$ cat src/rtl/sound_mix_sched.sv
// Six-slot stereo mixer: one shared signed MAC per frame, per-source gain, saturation to 16 bits.
// Optional build macro MIX_RAMP_EN adds per-source gain ramping (one step per accepted frame).
module sound_mix_sched #(
    parameter int GAIN_W     = 5,
    parameter int GAIN_SHIFT = 4,
    parameter int ACC_W      = 24
) (
    input  logic                     clk,
    input  logic                     rst_n,
    input  logic                     sample_ce,
    input  logic signed [15:0]       dsp_l,
    input  logic signed [15:0]       dsp_r,
    input  logic signed [15:0]       opl_l,
    input  logic signed [15:0]       opl_r,
    input  logic signed [15:0]       cms_l,
    input  logic signed [15:0]       cms_r,
    input  logic        [GAIN_W-1:0] gain_dsp,
    input  logic        [GAIN_W-1:0] gain_opl,
    input  logic        [GAIN_W-1:0] gain_cms,
    input  logic        [2:0]        src_en,
    output logic signed [15:0]       sample_l,
    output logic signed [15:0]       sample_r,
    output logic                     out_valid,
    output logic                     busy,
    output logic                     overrun
);

    localparam int PROD_W = 16 + GAIN_W + 1;
    localparam logic signed [ACC_W-1:0] SAT_MAX = ACC_W'(32'sd32767);
    localparam logic signed [ACC_W-1:0] SAT_MIN = ACC_W'(-32'sd32768);

    typedef enum logic [1:0] {S_IDLE, S_MAC, S_SAT} state_t;

    state_t                   state_q, state_d;
    logic [2:0]               slot_q, slot_d;
    logic signed [15:0]       smp_q [6];
    logic [GAIN_W-1:0]        gain_q [3];
    logic [2:0]               en_q;
    logic signed [ACC_W-1:0]  acc_l_q, acc_r_q;
    logic signed [15:0]       sample_l_q, sample_r_q;
    logic                     out_valid_q, overrun_q;

    logic                     frame_start;
    logic [GAIN_W-1:0]        gain_tgt  [3];
    logic [GAIN_W-1:0]        gain_snap [3];
    logic signed [15:0]       mult_src;
    logic [GAIN_W-1:0]        mult_gain;
    logic signed [PROD_W-1:0] prod;
    logic signed [ACC_W-1:0]  addend;

    assign frame_start = (state_q == S_IDLE) && sample_ce;
    assign gain_tgt[0] = gain_dsp;
    assign gain_tgt[1] = gain_opl;
    assign gain_tgt[2] = gain_cms;

`ifdef MIX_RAMP_EN
    logic [GAIN_W-1:0] eff_q [3];
    logic [GAIN_W-1:0] eff_d [3];

    always_comb begin
        for (int i = 0; i < 3; i++) begin
            eff_d[i] = eff_q[i];
            if (eff_q[i] < gain_tgt[i])      eff_d[i] = eff_q[i] + 1'b1;
            else if (eff_q[i] > gain_tgt[i]) eff_d[i] = eff_q[i] - 1'b1;
            gain_snap[i] = eff_d[i];
        end
    end

    // Effective gains only move on accepted frames, so reset fades the mix in.
    always_ff @(posedge clk or negedge rst_n) begin
        if (!rst_n) begin
            for (int i = 0; i < 3; i++) eff_q[i] <= '0;
        end else if (frame_start) begin
            for (int i = 0; i < 3; i++) eff_q[i] <= eff_d[i];
        end
    end
`else
    always_comb begin
        for (int i = 0; i < 3; i++) gain_snap[i] = gain_tgt[i];
    end
`endif

    // NOTE: every variable written here gets a default first, so no latch is inferred.
    always_comb begin
        state_d = state_q;
        slot_d  = slot_q;
        unique case (state_q)
            S_IDLE: if (sample_ce) begin
                state_d = S_MAC;
                slot_d  = 3'd0;
            end
            S_MAC: begin
                if (slot_q == 3'd5) state_d = S_SAT;
                else                slot_d  = slot_q + 3'd1;
            end
            S_SAT:   state_d = S_IDLE;
            default: state_d = S_IDLE;
        endcase
    end

    // Slot pairs share a source: slot>>1 picks gain and enable, slot[0] picks the channel.
    assign mult_src  = smp_q[slot_q];
    assign mult_gain = gain_q[slot_q[2:1]];
    assign prod      = mult_src * $signed({1'b0, mult_gain});
    assign addend    = en_q[slot_q[2:1]] ? ACC_W'(prod) : '0;

    function automatic logic signed [15:0] sat16(input logic signed [ACC_W-1:0] v);
        if (v > SAT_MAX)      return 16'sh7FFF;
        else if (v < SAT_MIN) return 16'sh8000;
        else                  return v[15:0];
    endfunction

    // NOTE: sequential state uses non-blocking assignments so all registers update together.
    always_ff @(posedge clk or negedge rst_n) begin
        if (!rst_n) begin
            state_q     <= S_IDLE;
            slot_q      <= '0;
            acc_l_q     <= '0;
            acc_r_q     <= '0;
            en_q        <= '0;
            sample_l_q  <= '0;
            sample_r_q  <= '0;
            out_valid_q <= 1'b0;
            overrun_q   <= 1'b0;
            // NOTE: snapshot arrays are tiny register files, so they are reset with everything else.
            for (int i = 0; i < 6; i++) smp_q[i]  <= '0;
            for (int i = 0; i < 3; i++) gain_q[i] <= '0;
        end else begin
            state_q     <= state_d;
            slot_q      <= slot_d;
            out_valid_q <= (state_q == S_SAT);
            overrun_q   <= sample_ce && (state_q != S_IDLE);
            if (frame_start) begin
                smp_q[0] <= dsp_l;
                smp_q[1] <= dsp_r;
                smp_q[2] <= opl_l;
                smp_q[3] <= opl_r;
                smp_q[4] <= cms_l;
                smp_q[5] <= cms_r;
                for (int i = 0; i < 3; i++) gain_q[i] <= gain_snap[i];
                en_q     <= src_en;
                acc_l_q  <= '0;
                acc_r_q  <= '0;
            end else if (state_q == S_MAC) begin
                if (slot_q[0]) acc_r_q <= acc_r_q + addend;
                else           acc_l_q <= acc_l_q + addend;
            end
            if (state_q == S_SAT) begin
                sample_l_q <= sat16(acc_l_q >>> GAIN_SHIFT);
                sample_r_q <= sat16(acc_r_q >>> GAIN_SHIFT);
            end
        end
    end

    assign sample_l  = sample_l_q;
    assign sample_r  = sample_r_q;
    assign out_valid = out_valid_q;
    assign overrun   = overrun_q;
    assign busy      = (state_q != S_IDLE);

endmodule

$ cat config.mk
export PLATFORM = sky130hd
export DESIGN_NAME = sound_mix_sched
export DESIGN_NICKNAME = d
export VERILOG_FILES = /design/src/rtl/sound_mix_sched.sv
export SDC_FILE = /design/constraint.sdc
export NUM_CORES = 1
export LEC_CHECK = 0
export CAP_MARGIN = 40
export CORE_ASPECT_RATIO = 0.5
export CORE_UTILIZATION = 29
export DETAILED_ROUTE_END_ITERATION = 6
export RECOVER_POWER = 50
export SYNTH_ARGS = -nofsm -noshare
export SYNTH_HDL_FRONTEND = slang
export SYNTH_SLANG_ARGS = --single-unit
export TNS_END_PERCENT = 30
$ cat constraint.sdc
create_clock -name clk -period 12.3 [get_ports clk]
set_input_delay 3.69 -clock clk [delete_from_list [all_inputs] [get_ports clk]]
set_output_delay 3.69 -clock clk [all_outputs]
set_load 0.01 [all_outputs]
## After elaboration in Yosys (flattened, before gate mapping)

Cells that the tools add are included.

| storage, ports and cells | value |
|---|---|
| register bits | 201 |
| bits of input ports | 117 |
| logic and storage cells | 74 |

| cells by class | value |
|---|---|
| $add $sub $neg | 3 |
| multipliers | 1 |
| order comparisons | 7 |
| eq/ne operators | 7 |
| muxes and demuxes | 25 |
| bitwise logic cells | 2 |
| reduce and logical (&&, ||, !) cells | 11 |

Operators by type and width:

| kind | count |
|---|---|
| $mux W24 | 7 |
| $mux W16 | 6 |
| $add A24 B24 Y24 | 2 |
| $bmux W16 S3 | 1 |
| $gt A20 B16 Y1 const B | 2 |
| $lt A20 B16 Y1 const B | 2 |
| $mul A16 B6 Y22 | 1 |
| $bmux W5 S2 | 1 |
| $mux W5 | 2 |
| $reduce_bool A2 Y1 | 4 |
| $mux W3 | 2 |
| $ne A2 B2 Y1 const B | 3 |
| $pmux W3 S2 | 1 |
| $reduce_and A2 Y1 | 3 |
| $ge A4 B4 Y1 const B | 1 |
| $mux W2 | 2 |
| $not A3 Y4 | 1 |
| $pmux W2 S2 | 1 |
| $add A3 B1 Y3 const B | 1 |
| $eq A3 B3 Y1 const B | 1 |
| $ge A3 B3 Y1 const B | 1 |
| $lt A2 B3 Y1 const B | 1 |
| $not A2 Y3 | 1 |
| $reduce_and A3 Y1 | 1 |
| other kinds (7) | 8 |

## Longest topological paths before layout

Gate-level depths: netlist of run 1.

| logic depth | value |
|---|---|
| depth after elaboration | 10 |
| depth in mapped cells | 34 |
| gate-level depth less buffers | 31 |

## Worst setup path after synthesis of run 1

No wires, ideal clock.

| timing | value |
|---|---|
| kind | register to register |
| start point | register slot_q[0] |
| end point | register acc_r_q[23] |
| arrival | 7.641 ns |
| path slack | 4.583 ns |
| stages on the path, launching flop included | 32 |
| path buffers | 2 |
| path through | dfrtp_1 > clkbuf_1 > clkbuf_1 > mux4_2 > a22oi_1 > nor2_1 > fa_1 > inv_1 > fa_1 > fa_1 > inv_1 > ha_1 > o21a_1 > a21oi_2 > nor2b_1 > o21ai_0 > nand2_1 > a21oi_1 > xor2_1 > nor2_1 > ha_1 > a21o_1 > a221oi_1 > o21ai_1 > a21oi_1 > o21ai_0 > o221ai_2 > a22oi_1 > a2111oi_2 > xnor2_1 > or3_1 > o21ai_1 |

| between the ends | value |
|---|---|
| longest elaborated chain between the ends | 10 |
| elaborated cells on any way between the ends | 12 |
| those cells by class | add/sub (1); mul (1); mux (7); bitwise (1); reduce/logical (2) |

Ends and longest elaborated chain:

| item | line | RTL |
|---|---|---|
| start: declaration | 35 | `logic [2:0] slot_q, slot_d;` |
| start signal: assignment | 130 | `slot_q <= slot_d;` |
| $not A3 Y4 (implied by the code) | 102 | `assign mult_src = smp_q[slot_q];` |
| $bmux W16 S3 | 102 |  |
| $mux W16 (implied by the code) (2 in series) | 102 |  |
| $mul A16 B6 Y22 | 104 | `assign prod = mult_src * $signed({1'b0, mult_gain});` |
| $mux W24 | 105 | `assign addend = en_q[slot_q[2:1]] ? ACC_W'(prod) : '0;` |
| $add A24 B24 Y24 | 145 | `if (slot_q[0]) acc_r_q <= acc_r_q + addend;` |
| $mux W24 | 145 |  |
| $mux W24 | 144 | `end else if (state_q == S_MAC) begin` |
| $mux W24 | 133 | `if (frame_start) begin` |
| end signal: assignment | 145 |  |
| end: declaration | 39 | `logic signed [ACC_W-1:0] acc_l_q, acc_r_q;` |

Parallel ways exist; a longest one is shown, timed or not. The select of a mux whose other input is x is not followed.
A chain may end at the register's enable or synchronous reset.

## Worst setup path after layout of run 1

Ends and elaborated chain as after synthesis.

==> impl_metrics.toml, run 1 <==
[outcome]
status = "complete, but fails checks"
violations = "max-capacitance violations, max-slew violations"

[clocking]
clkSlewWorstSetupHoldPaths_ns = 0.06
hold_buffers = 0
cts_made_buffers = 23
cts_resized = 0
cts_sinks = 201
htree_levels = 1
clk_latency_ns = 0.53
cts_tree = "yes"
cts_setup_buffers = 0
cts-root-buf = "clkbuf_16"
cts_buffer_depth = 3

[grt]
grt_max_degree = 73
grt_pass1_wl_um = 56000
antenna_found_initial = 2
overflow = 0
grt_pass1_vias = 10201
grt.total_usage_pct = 14.7

[logic_synthesis]
yosysSeqAreaShare_pct = 37.2
synth_async_sr_flop_share_pct = 100
ys.warnings.count = 0
ys_types = 77
syn_nets = 1578
synth_cells = 1327
synth_seq_cells = 201
synth-main-ff-cell = "dfrtp_1"
synth_edf_count = 0
syn_avg_cell_area_um2 = 10.2
synth_area_um2 = 13500

[placed_design]
io_buffers = 151
gp_congestion = 0.909
pre_cts_ws_ns = 4.40
place_hpwl_um = 26700

[detailed_routing]
wire_per_inst_um = 16.4
ant_nets = 0
dr.pass1.iters = 5
via_per_inst = 4.72
vias = 9968
remaining_drc_errors = 0
routed_wl_um = 34700
drt-initial-drc-count = 456

[critical_path]
cp.arrival_ns = 9.91
crit_path_end_kind = "flop"
worst-path-max-fanout = 39
cp_data_required_time_ns = 12.75
r2r_cells = 27
start_kind = "flop"
crit_type = "flop to flop"

[timing]
layout_setup_ws_ns = 2.83
slew_headroom_pct = -153
hold_violations = 0
worst_pin_slew_ns = 3.79
setup_viol_count_final = 0
fin_tns_setup_ns = 0
fmax_mhz = 106
finalCritPeriodShare_pct = 77.0
slew_viol_final = 149
fin_skew_ns = 0.0139
rsz0062_at_grt = "no"
layout_min_cycle_time_ns = 9.47

[die]
core_um2 = 45600
io_pins = 152
start_util_pct = 29.6
die_x_um = 307
dieArea_um2 = 47600
row_count = 55
die_h_um = 155

[flow_run]
cap_violations = 3

[layout]
drive_above_1_share_pct = 16.1
final_common_cell = "dfrtp_1"
area_delta_synth_final_pct = 22.0
fin_nets = 1722
final_cell_mix = "dfrtp_1 (200), clkdlybuf4s50_1 (149), mux2_2 (132)"

[min_path]
hold_path.class = "flop to flop"
holdPathStages = 2
## cells in the mapped netlist, types with 5 or more instances
cell type    n  share of area, %
nand2b_1    13              0.60
a211oi_1     7              0.39
and2_1      11              0.51
xor2_1      19               1.2
nor2b_1      9              0.42
mux4_2      16               2.7
a31oi_1      5              0.23
mux2i_1      8              0.59
or3_1        9              0.42
o21ai_0     83               3.1
or2_2        7              0.32
o21bai_1     7              0.39
dfrtp_1    201                37
fa_1        51               7.5
o21ai_1      5              0.19
ha_1        83               7.7
a22oi_1     17              0.94
a21oi_1     61               2.3
xnor2_1     33               2.1
a21o_1      19               1.1
inv_1      115               3.2
clkbuf_1    43               1.2
nor3_1      18              0.67
o21a_1       8              0.44
mux2_2     132                11
nand4_1      5              0.23
nand3_1      9              0.33
a22o_1      12              0.78
nand2_1    111               3.1
and3_1       8              0.37
nor2_1     124               3.4
## area by class of cell
cell class / instances / area, µm²
Timing Repair Buffer: 171 / 1670
Sequential cell: 201 / 5030
Clock buffer: 26 / 607
Clock inverter: 13 / 105
Multi-Input combinational cell: 958 / 7860
Fill cell: 4557 / 29100
Antenna cell: 1 / 2.50
Tap cell: 627 / 785
Inverter: 116 / 435
## flip-flops by register name, summed over array words and instances, names as in the netlist
signal,count
out_valid,1
smp_q,96
slot_q,3
acc_l_q,24
overrun,1
state_q,2
en_q,3
acc_r_q,24
sample_r,16
gain_q,15
sample_l,16
## layer usage
metal  global-route usage, %  share of wire (%)  vias up
met5                       0              0.037        -
met2                    24.7                 47      135
met3                    2.82                3.8       33
met4                    2.65                1.4        2
met1                    19.7                 47     4897
li1                        -                  -     4901
## cells by family (layout without fill, tap and decap cells)
| logic type | after synthesis | count (layout) | synth area share, % |
|---|---|---|---|
| buf+inv | 168 | 326 | 4.71 |
| other cells | 0 | 1 | 0 |
| mux | 157 | 157 | 14.4 |
| compound gates | 272 | 272 | 13.5 |
| flops | 201 | 201 | 37.2 |
| fa+ha+maj | 139 | 139 | 15.6 |
| simple gates | 338 | 338 | 11.2 |
| xor+xnor | 52 | 52 | 3.37 |
## worst max-delay path: stages (launching register included)
cell,delay [ns]
dfrtp_2,0.34
clkbuf_1,1.89
mux4_2,0.72
a22oi_1,0.51
nor2_1,0.13
fa_1,0.50
fa_1,0.50
inv_1,0.06
fa_1,0.56
inv_1,0.06
ha_1,0.36
o21ai_0,0.31
a21oi_1,0.11
o21ai_0,0.25
nor2b_1,0.09
nor3_1,0.38
ha_1,0.34
and3_1,0.18
a221oi_1,0.26
o21ai_1,0.13
a21oi_1,0.31
o21ai_0,0.21
o221ai_2,0.19
a22oi_1,0.13
a2111oi_2,0.37
xnor2_1,0.11
or3_1,0.31
o21ai_1,0.08
## final timing paths
kind,start,to,slack (ns)
worst min-delay path,sample_r[1],sample_r[1],0.46
worst max register to register,slot_q[0],acc_r_q[23],2.83
max in group asynchronous,rst_n,slot_q[0],5.49
min in group asynchronous,rst_n,smp_q[59],4.47
worst min register to register,sample_r[1],sample_r[1],0.46
worst max-delay path,slot_q[0],acc_r_q[23],2.83
## metrics by stage
stage | hold slack (ns) | instance area, µm² | utilization [%] | std cells
finish | 0.463 | 16500 | 36.2 | 2113
global placement | 0.451 | 15800 | 34.5 | 2070
CTS | 0.472 | 16500 | 36.2 | 2112
floorplan | 0.456 | 13500 | - | 1327
detailed placement | 0.459 | 15800 | 34.6 | 2073
global route | 0.493 | 16500 | 36.2 | 2113
Power of run 1 is left out: the tool's default activity adds up to more than one toggle a clock period on the data nets, which glitch-free logic cannot reach.
==> run 2, diff against run 1 <==
==> constraint.sdc (replaced) <==
create_clock -name clk -period 9 [get_ports clk]
set_input_delay 2.7 -clock clk [delete_from_list [all_inputs] [get_ports clk]]
set_output_delay 2.7 -clock clk [all_outputs]
set_load 0.01 [all_outputs]
==> run 2 against run 1 <==
Compared with the run above:
- the run still ends with max-capacitance violations, max-slew violations left
- clock skew rose by 0.0027 ns
- register-to-register slack worse by 1.8 ns
- via count increased by 0.33%
- first-iteration DRC count down 13%
- routed wire length is 1.6% higher
- final area barely moved
- sequential share of layout area barely moved
- critical path type unchanged
- critical endpoint unchanged
==> impl_metrics.toml, run 2 (synthesis results as in run 1) <==
[outcome]
status = "complete, but fails checks"
violations = "max-capacitance violations, max-slew violations"

[critical_path]
reg2reg_from = "slot_q[0]"
start_kind = "flop"
path_delay_family = "compound AO/OA/AOI/OAI gates"
worst-path-max-fanout = 16
crit_type = "flop to flop"
max_stage_delay_ns = 0.68
critPathSlowestCell = "dfrtp_2"
cp_data_required_time_ns = 9.45
r2r-end = "acc_r_q[23]"
crit_buf_inv = 3
r2r_cells = 27
ff2ff_setup_slack_ns = 1.02
cp_common_cell = "fa_1"
crit_path_end_kind = "flop"
cp.arrival_ns = 8.43

[clocking]
cts_tree = "yes"
cts_made_buffers = 23
cts-root-buf = "clkbuf_16"
clkSlewWorstSetupHoldPaths_ns = 0.06
hold_buffers = 0
clk_latency_ns = 0.53
cts_resized = 0
cts_buffer_depth = 3
htree_levels = 1
cts_sinks = 201
cts_setup_buffers = 0

[die]
die_x_um = 307
core_um2 = 45600
dieArea_um2 = 47600
row_count = 55
start_util_pct = 29.6
die_h_um = 155
io_pins = 152

[layout]
stdcell_count = 2112
largestRegisters = "smp_q (96), acc_l_q (24), acc_r_q (24)"
n_antenna_cell = 0
fin_nets = 1722
final_cell_mix = "dfrtp_1 (200), clkdlybuf4s50_1 (149), mux2_2 (132)"
nFillCells = 4559
final_common_cell = "dfrtp_1"
area_delta_synth_final_pct = 21.9
drive_above_1_share_pct = 15.8
largest_reg_flops = 96
regMostFlops = "smp_q"

[detailed_routing]
wire_per_inst_um = 16.7
dr.pass1.iters = 5
routed_wl_um = 35300
via_per_inst = 4.74
ant_nets = 0
vias = 10001
remaining_drc_errors = 0
drt-initial-drc-count = 396

[timing]
worst_pin_slew_ns = 5.29
hold_violations = 0
fmax_mhz = 125
setup_viol_count_final = 0
fin_skew_ns = 0.0166
layout_min_cycle_time_ns = 7.98
slew_viol_final = 130
fin_tns_setup_ns = 0
rsz0062_at_grt = "no"
slew_headroom_pct = -253
layout_setup_ws_ns = 1.02
finalCritPeriodShare_pct = 88.6
hold_ws_ns = 0.463

[grt]
grt_max_degree = 94
antenna_found_initial = 1
grt_pass1_wl_um = 57200
overflow = 0
grt_pass1_vias = 10323
grt.total_usage_pct = 15.1

[placed_design]
pre_cts_ws_ns = 1.05
place_hpwl_um = 27600
dp.cells = 2073
gp_congestion = 0.863
io_buffers = 151

[min_path]
hold_path_end = "sample_r[14]"
worstHoldStart = "sample_r[14]"
holdPathStages = 2
hold_path.class = "flop to flop"

[flow_run]
cap_violations = 2
==> run 2: cell count changes in the layout (fill, tap and decap cells not counted) <==
| cell | before | now |
|---|---|---|
| clkbuf_2 | 0 | 1 |
| inv_8 | 0 | 1 |
| clkbuf_1 | 6 | 10 |
| clkinvlp_4 | 3 | 0 |
| clkinv_4 | 0 | 1 |
| diode_2 | 1 | 0 |
| buf_8 | 1 | 0 |
| clkinv_2 | 7 | 4 |
| inv_6 | 2 | 1 |
| buf_6 | 0 | 1 |
==> run 2: how the worst max path moves through the flow <==
stage,start,endpoint,cells past startpoint
6_report,slot_q[0],acc_r_q[23],27
3_3_place_gp,slot_q[0],acc_r_q[23],27
3_5_place_dp,slot_q[0],acc_r_q[23],27
2_1_floorplan,slot_q[0],acc_r_q[23],31
5_1_grt,rst_n,slot_q[0],1
4_1_cts,slot_q[0],acc_r_q[23],27
==> run 2: tightest hold or removal path, stage by stage, from the launching register on <==
cell and delay [ns]:
dfrtp_1 0.34, nand2_1 0.05, nand2_1 0.05
==> run 2: metrics by stage <==
step,util (%),area [µm²]
floorplan,-,13500
global placement,34.5,15700
detailed placement,34.6,15800
CTS,36.2,16500
global route,36.1,16500
finish,36.1,16500
==> run 2: cell type report <==
cell class | instances | area [µm²] | share of cell area (%)
tap | 627 | 785 | 4.76
clock buffer | 31 | 626 | 3.80
clock inverter | 8 | 78.8 | 0.478
multi-input combinational | 958 | 7860 | 47.7
timing repair buffer | 171 | 1670 | 10.1
sequential | 201 | 5030 | 30.5
inverter | 116 | 435 | 2.64
==> run 2: routing by layer <==
metal | vias to the layer above | global-route usage (%) | wire [µm]
met2 | 170 | 25.8 | 16700
met3 | 47 | 2.19 | 1180
met1 | 4883 | 20.1 | 16600
met4 | 0 | 3.39 | 779
met5 | - | 0 | 0
li1 | 4901 | - | -
Power of run 2 is left out for the same reason.
